### config.mk
export PLATFORM = sky130hd
export DESIGN_NAME = i2c_req_arbiter
export DESIGN_NICKNAME = d
export VERILOG_FILES = /design/src/rtl/i2c_req_arbiter_pkg.sv /design/src/rtl/i2c_req_arbiter_rr_pick.sv /design/src/rtl/i2c_req_arbiter.sv
export SDC_FILE = /design/constraint.sdc
export NUM_CORES = 1
export LEC_CHECK = 0
export CAP_MARGIN = 0
export CORE_MARGIN = 2
export CORE_UTILIZATION = 44
export CTS_CLUSTER_SIZE = 24
export DETAILED_ROUTE_END_ITERATION = 10
export PLACE_DENSITY_LB_ADDON = 0.3
export SLEW_MARGIN = 15
export SYNTH_ARGS = -nofsm -noshare
export SYNTH_HDL_FRONTEND = slang
export SYNTH_HIERARCHICAL = 1
export SYNTH_SLANG_ARGS = --single-unit
### constraint.sdc
create_clock -name iSCLK -period 2.8 [get_ports iSCLK]
set_input_delay 0.42 -clock iSCLK [delete_from_list [all_inputs] [get_ports iSCLK]]
set_output_delay 0.42 -clock iSCLK [all_outputs]
set_load 0.02 [all_outputs]
### src/rtl/i2c_req_arbiter_pkg.sv
// Shared definitions for the I2C request arbiter: FSM encoding, descriptor
// field widths and the default watchdog limit.
package i2c_pkg;

    typedef enum logic [1:0] {
        ST_IDLE,
        ST_ISSUE,
        ST_WAIT,
        ST_RESP
    } arbState_t;

    localparam int DEV_W  = 7;
    localparam int RW_W   = 1;
    localparam int REG_W  = 8;
    localparam int DATA_W = 8;

    localparam int DEF_TIMEOUT_W   = 20;
    localparam int DEF_TIMEOUT_CYC = 1000000;

endpackage

### src/rtl/i2c_req_arbiter_rr_pick.sv
// Combinational round-robin first-one finder: searches upward from 'start',
// wrapping at pNum, and reports the first set request bit.
module rr_pick #(
    parameter int pNum  = 2,
    parameter int pIdxW = 1
) (
    input  logic [pNum-1:0]  req,
    input  logic [pIdxW-1:0] start,
    output logic [pIdxW-1:0] idx,
    output logic             found
);

    logic [pIdxW:0] cand;

    // Walk offsets from far to near so the nearest hit is the last one written.
    always_comb begin
        idx   = '0;
        found = 1'b0;
        cand  = '0;
        for (int k = pNum - 1; k >= 0; k--) begin
            cand = {1'b0, start} + (pIdxW + 1)'(k);
            if (cand >= (pIdxW + 1)'(pNum)) begin
                cand = cand - (pIdxW + 1)'(pNum);
            end
            if (req[cand[pIdxW-1:0]]) begin
                idx   = cand[pIdxW-1:0];
                found = 1'b1;
            end
        end
    end

endmodule

### src/rtl/i2c_req_arbiter.sv
// Round-robin scheduler sharing one byte-level I2C master among pReqNum
// requesters, with a watchdog supervising each access.
module i2c_req_arbiter
    import i2c_pkg::*;
#(
    parameter int pReqNum     = 2,
    parameter int pTimeoutW   = DEF_TIMEOUT_W,
    parameter int pTimeoutCyc = DEF_TIMEOUT_CYC
) (
    input  logic                       iSCLK,
    input  logic                       iSRST,
    input  logic                       iEn,
    input  logic [pReqNum-1:0]         iReqVd,
    input  logic [pReqNum*DEV_W-1:0]   iReqDev,
    input  logic [pReqNum*RW_W-1:0]    iReqRw,
    input  logic [pReqNum*REG_W-1:0]   iReqReg,
    input  logic [pReqNum*DATA_W-1:0]  iReqWd,
    output logic [pReqNum-1:0]         oReqAck,
    output logic [pReqNum-1:0]         oRspVd,
    output logic [DATA_W-1:0]          oRspRd,
    output logic                       oRspNack,
    output logic                       oRspTo,
    output logic                       oMstStart,
    output logic                       oMstAbort,
    output logic [DEV_W-1:0]           oMstDev,
    output logic [RW_W-1:0]            oMstRw,
    output logic [REG_W-1:0]           oMstReg,
    output logic [DATA_W-1:0]          oMstWd,
    input  logic                       iMstDone,
    input  logic                       iMstNack,
    input  logic [DATA_W-1:0]          iMstRd,
    output logic                       oBusy
);

    localparam int IdxW = $clog2(pReqNum);
    localparam logic [pTimeoutW-1:0] ToLast = pTimeoutW'(pTimeoutCyc - 1);

    arbState_t            state, stateNext;
    logic [IdxW-1:0]      rPtr, rOwn, pickIdx;
    logic                 pickFound;
    logic [pTimeoutW-1:0] wdog;
    logic                 grant, doneHit, expire;

    logic [DEV_W-1:0]  devArr [pReqNum];
    logic [RW_W-1:0]   rwArr  [pReqNum];
    logic [REG_W-1:0]  regArr [pReqNum];
    logic [DATA_W-1:0] wdArr  [pReqNum];

    for (genvar gi = 0; gi < pReqNum; gi++) begin : gUnpack
        assign devArr[gi] = iReqDev[gi*DEV_W +: DEV_W];
        assign rwArr[gi]  = iReqRw[gi*RW_W +: RW_W];
        assign regArr[gi] = iReqReg[gi*REG_W +: REG_W];
        assign wdArr[gi]  = iReqWd[gi*DATA_W +: DATA_W];
    end

    rr_pick #(
        .pNum  (pReqNum),
        .pIdxW (IdxW)
    ) uPick (
        .req   (iReqVd),
        .start (rPtr),
        .idx   (pickIdx),
        .found (pickFound)
    );

    always_comb begin
        stateNext = state;
        grant     = 1'b0;
        doneHit   = 1'b0;
        expire    = 1'b0;
        case (state)
            ST_IDLE: begin
                if (iEn && pickFound) begin
                    grant     = 1'b1;
                    stateNext = ST_ISSUE;
                end
            end
            ST_ISSUE: stateNext = ST_WAIT;
            ST_WAIT: begin
                // A completion in the expiry cycle still counts as a normal finish.
                if (iMstDone) begin
                    doneHit   = 1'b1;
                    stateNext = ST_RESP;
                end else if (wdog == ToLast) begin
                    expire    = 1'b1;
                    stateNext = ST_RESP;
                end
            end
            ST_RESP: stateNext = ST_IDLE;
            default: stateNext = ST_IDLE;
        endcase
    end

    always_ff @(posedge iSCLK) begin
        if (!iSRST) begin
            state     <= ST_IDLE;
            rPtr      <= '0;
            rOwn      <= '0;
            wdog      <= '0;
            oReqAck   <= '0;
            oRspVd    <= '0;
            oRspRd    <= '0;
            oRspNack  <= 1'b0;
            oRspTo    <= 1'b0;
            oMstStart <= 1'b0;
            oMstAbort <= 1'b0;
            oMstDev   <= '0;
            oMstRw    <= '0;
            oMstReg   <= '0;
            oMstWd    <= '0;
        end else begin
            state     <= stateNext;
            oReqAck   <= '0;
            oRspVd    <= '0;
            oMstStart <= 1'b0;
            oMstAbort <= 1'b0;
            if (grant) begin
                rOwn    <= pickIdx;
                rPtr    <= (pickIdx == IdxW'(pReqNum - 1)) ? '0 : pickIdx + 1'b1;
                oReqAck <= pReqNum'(1) << pickIdx;
                oMstDev <= devArr[pickIdx];
                oMstRw  <= rwArr[pickIdx];
                oMstReg <= regArr[pickIdx];
                oMstWd  <= wdArr[pickIdx];
            end
            if (state == ST_ISSUE) begin
                oMstStart <= 1'b1;
                wdog      <= '0;
            end
            if (state == ST_WAIT) begin
                wdog <= wdog + 1'b1;
            end
            if (doneHit) begin
                oRspVd   <= pReqNum'(1) << rOwn;
                oRspRd   <= iMstRd;
                oRspNack <= iMstNack;
                oRspTo   <= 1'b0;
            end
            if (expire) begin
                oRspVd    <= pReqNum'(1) << rOwn;
                oRspRd    <= '0;
                oRspNack  <= 1'b0;
                oRspTo    <= 1'b1;
                oMstAbort <= 1'b1;
            end
        end
    end

    assign oBusy = (state != ST_IDLE);

endmodule

* After elaboration in Yosys (flattened, before gate mapping)
Cells that the tools add are included.
** Operators by class
- Equal/unequal tests :: 6
- Multiplexer cells :: 42
- Bitwise gates (word level) :: 2
- Order comparisons :: 5
- Add/sub/neg operators :: 5
- Reduce and logical (&&, ||, !) cells :: 8
- Shift-type cells :: 2
** Operators by type and width (count)
- 8-bit two-way mux :: 6
- 20-bit two-way mux :: 2
- 1-bit two-way mux :: 25
- 7-bit two-way mux :: 3
- 20-bit by 1-bit adder with 20-bit output, second input constant :: 1
- 20-bit == test, second input constant :: 1
- 2-bit two-way mux :: 5
- 2-bit case mux with 4 select lines :: 1
- 2-bit nonzero test :: 3
- 2-bit == test, second input constant :: 2
- 2-bit >= comparator, second input constant :: 2
- 1-bit by 2-bit < comparator with 1-bit output, second input constant :: 2
- 2-bit AND reduction :: 2
- 1-bit by 1-bit << shifter with 2-bit output, first input constant :: 2
- 3-bit != test, second input constant :: 1
- 1-bit by 1-bit adder with 2-bit output, second input constant :: 1
- 2-bit by 1-bit == test with 1-bit output, second input constant :: 1
- 1-bit by 2-bit >= comparator with 1-bit output, second input constant :: 1
- 2-bit logical NOT :: 1
- 2-bit != test, second input constant :: 1
- 1-bit NOT with 2-bit output :: 1
- 2-bit OR reduction :: 1
- 1-bit subtractor, second input constant :: 2
- 1-bit adder, second input constant :: 1
- 2 further kinds :: 2
** Storage, ports and cells
- Output and inout port bits :: 41
- Bits in registers :: 64
- Word-level logic and storage cells :: 85
- Bits of input ports :: 63

* Depth between registers and ports, before layout
- Word-level depth :: 11
- Mapped depth :: 7
- Mapped depth without buffers :: 6

* Modules after synthesis
Netlist, hierarchy kept.
** Modules (own cells, without submodules)
- i2c_req_arbiter :: area an instance 2768.9 um^2, sequential area each 1281.2 um^2, cells an instance 304, instances 1
- rr_pick :: area an instance 17.5 um^2, sequential area each 0.0 um^2, cells an instance 3, instances 1

* Least setup slack after synthesis
OpenSTA, ideal clock, no wires.
- Path kind :: register to register
- Start point :: register state[0]
- End point :: register wdog[19]
- Library setup time :: 70 ps
- Slack :: 745 ps
- Period minus slack after synthesis :: 2055 ps
- Arrival :: 1985 ps
- Path buffers :: 1
- Stages on the path, launching flop included :: 8
- Data required time :: 2730 ps
- Path through :: dfxtp_1 > inv_1 > ha_1 > buf_2 > nand4_4 > or3_4 > or4_1 > a21oi_1
** On the way
- Word-level cells in the longest chain between the ends :: 2
- Elaborated cells on any way between the ends :: 4
- Classes of those cells :: 2 x eq/ne; 1 x mux; 1 x reduce/logical
** Ends and longest elaborated chain
- start, declared :: line i2c_req_arbiter.sv:38 : arbState_t state, stateNext;
- start signal, assigned :: line i2c_req_arbiter.sv:112 : state <= stateNext;
- 2-bit == test or 2-bit by 1-bit == test with 1-bit output (tied branches) :: line i2c_req_arbiter.sv:130, i2c_req_arbiter.sv:126
- 20-bit two-way mux or 2-bit nonzero test (tied branches)
- end signal, assigned :: line i2c_req_arbiter.sv:131 : wdog <= wdog + 1'b1;
- end, declared :: line i2c_req_arbiter.sv:41 : logic [pTimeoutW-1:0] wdog;
Parallel ways exist; a longest one is shown, timed or not.
A chain may end at the register's enable or synchronous reset.

* Worst setup path in the final report
Same ends and word-level chain as after synthesis.

==> metrics.md <==
| Metric | Value |
|---|---|
| Global route total overflow | `0` |
| Count leader, synth | `dfxtp_1` |
| CP endpoint kind | `flip-flop` |
| R2R setup slack | `0.52 ns` |
| I/O Buffers | `103` |
| Post-Syn Area per Cell | `9.08 um^2` |
| Worst-path clk slew | `0.06 ns` |
| Root buffer cell | `clkbuf_8` |
| Via count | `2515` |
| Final clock period utilization by the worst path | `81.4%` |
| Hold_sp | `oRspRd[5]$_SDFFE_PP0N_` |
| Reg2reg start | `state[0]$_SDFFE_PN0P_` |
| Asr flop ratio synth | `0%` |
| Crit path kind | `reg2reg` |
| Post-synth top cells | `dfxtp_1, nor2_1, nand2_1` |
| Num rows | `28` |
| Leakage | `1.45 nW` |
| Residual DRC | `0` |
| RSZ-0062 raised after global routing | `false` |
| Worst-skew pair later-pin latency | `0.33 ns` |
| Dominant cell type by area after synthesis | `dfxtp_1` |
| Slew Viols, Final | `0` |
| Hold path depth | `2` |
| Status | `finished clean` |
| Fmax | `439 MHz` |
| Initial antenna violation count | `0` |
| Yosys reg bits | `64` |
| Yosys top cell area share | `46.0%` |
| Final Skew | `0.00333 ns` |
| R2R depth | `6` |
| Ant. Diodes | `0` |
| Cell Area, Synth | `2790 um^2` |
| Die span in y | `83.6 um` |
| Max-Cap Viols | `0` |
| TritonCTS clock tree | `built` |
| Area Overhead vs Synth | `47.0%` |
| Layout cells sized above 1 | `6.75%` |
| Crit path max fanout | `8` |
| Post-synthesis mux area share | `9.70%` |
| Dominant synthesized flop cell | `dfxtp_1` |
| Largest family of logic cells by synthesized area | `simple AND/OR/NAND/NOR gates` |
| Setup TNS | `0 ns` |
| CP Launch Type | `flip-flop` |
| Maximum VDD drop | `0.416 mV` |
| Largest cells by area after synthesis | `dfxtp_1, mux2i_1, a211oi_1` |
| Reg2reg end | `wdog[19]$_SDFFE_PN0P_` |
| Clock buffer depth | `2` |
| Global-route wire length before repair | `10900 um` |
| Nets@finish | `478` |
| Post-route ant nets | `0` |
| Final setup viols | `0` |
| Adder-cell share of the synthesized area | `2.25%` |
| Drt via density | `5.13` |
| Detail Placement HPWL | `4710 um` |
| H-tree depth | `3` |
| Starting DRT DRC Count | `140` |
| Slew @ Worst Pin | `0.638 ns` |
| XOR/XNOR Fraction of Synth Area | `3.46%` |
| Synth Area in Compound Gates | `14.6%` |
| Vias in the first global route | `2506` |
| Placer Congestion | `0.804` |
| Worst hold path type | `reg2reg` |
| Register area share after synthesis | `46.0%` |
| Final Power | `2.85 mW` |
| Initial core utilization | `46.2%` |
| Post-Syn Instances | `307` |
| Die area | `6990 um^2` |
| Die X | `83.6 um` |
| Ys Warns | `6` |
| EDFF count, synth | `0` |
| Hold endpoint | `oRspRd[5]$_SDFFE_PP0N_` |
| Largest net degree at the start of global routing | `28` |
| Core region area | `6030 um^2` |
| Routed WL | `6310 um` |
| Hold buffers post-CTS | `0` |
| Crit path arrival time | `2.53 ns` |
| CTS Buf Count | `9` |
| Fin. Hold Viols | `0` |
| WL/cell | `12.9 um` |
| CTS Sinks | `64` |
| Power Density | `696 nW/um^2` |
| DRT Pass-1 Iters | `4` |
| Minimum clock period | `2.28 ns` |
| Simple-gate share of the synthesized area | `20.4%` |
| Relative slew slack | `57.1%` |
| Number of gates resized after cts | `0` |
| Setup bufs post-CTS | `0` |
| Mapped Nets | `375` |
| Tot GR Track Use | `19.1%` |
| I/O Pins | `104` |
| Worst EP required | `3.05 ns` |
| Yosys cell types | `41` |
[how the worst max path moves through the flow]
| stage | startpoint | end | slack, ns |
|---|---|---|---|
| finish | state[0]$_SDFFE_PN0P_ | wdog[19]$_SDFFE_PN0P_ | 0.52 |
| global route | state[0]$_SDFFE_PN0P_ | wdog[19]$_SDFFE_PN0P_ | 0.38 |
| CTS | state[0]$_SDFFE_PN0P_ | wdog[19]$_SDFFE_PN0P_ | 0.53 |
| detailed placement | state[0]$_SDFFE_PN0P_ | wdog[19]$_SDFFE_PN0P_ | 0.55 |
| global placement | state[0]$_SDFFE_PN0P_ | wdog[19]$_SDFFE_PN0P_ | 0.63 |
| floorplan | state[0]$_SDFFE_PN0P_ | wdog[19]$_SDFFE_PN0P_ | 0.74 |
[flip-flops by register name, summed over array words and instances, names as in the netlist, 2 cells and up]
register	cells
wdog	20
oRspRd	8
oMstWd	8
oMstDev	7
oRspVd	2
oReqAck	2
state	2
oMstReg	8
[stage by stage]
step / std cells / utilization (%) / cell area [um^2] / setup slack, ns / hold slack (ns)
floorplan: 307 / - / 2790 / 0.745 / 0.436
global placement: 474 / 65.0 / 3920 / 0.631 / 0.441
detailed placement: 474 / 65.0 / 3920 / 0.547 / 0.446
CTS: 490 / 68.0 / 4100 / 0.535 / 0.455
global route: 490 / 68.0 / 4100 / 0.379 / 0.470
finish: 490 / 68.0 / 4100 / 0.521 / 0.455
[placed cells by master, fill, tap and decap left out, drive strengths merged, types with 3 or more instances in the layout]
cell type      instances
dfxtp                 64
o21ai                  6
a211oi                24
mux2i                 27
clkdlybuf4s50        103
a21oi                 19
nand3                  7
xnor2                  8
and2                   4
clkbuf                12
ha                     5
nor3                   4
nor2                  37
or3                    7
o31ai                  3
nor4                   6
nand2                 33
inv                   10
xor2                   3
or4                    4
nand4                  5
clkinv                 3
buf                    5
[worst max-delay path, stage by stage, from the launching register on]
cell     delay [ns]
dfxtp_1        0.36
inv_1          0.09
ha_1           0.48
nand4_4        0.20
or3_4          0.46
or4_1          0.47
a21oi_1        0.14
[report_power, final]
part	switching, mW	leakage, nW	internal, mW
logic	0.543	0.838	0.466
clock network	0.321	0.0941	0.408
registers	0.0730	0.522	1.04
total	0.937	1.45	1.91
[area by class of cell]
cell class	count	area, um^2
clock inverter	4	45.0
timing repair buffer	108	1080
clock buffer	12	135
fill	500	1930
tap	75	93.8
inverter	10	37.5
multi-input combinational	217	1420
sequential	64	1280
[layer usage]
layer  vias up  routed length, um  GRT usage (%)  part of all wire (%)
li1       1296                  -              -                     -
met1      1121               2680           20.3                    42
met2        85               2850           31.7                    45
met3        13                636           8.21                    10
met4         0                140           10.6                   2.2
met5         -                  0              0                     0
[kinds of logic (layout without fill, tap and decap cells)]
| group | count (synthesis) | in the layout |
|---|---|---|
| adders and majority gates | 5 | 5 |
| buffers and inverters | 26 | 134 |
| and+or+nand+nor | 114 | 114 |
| DFF | 64 | 64 |
| xor gates and xnor gates | 11 | 11 |
| muxes | 27 | 27 |
| AOI/OAI and AO/OA | 60 | 60 |
Note: power is estimated with default switching activity, not from simulation.
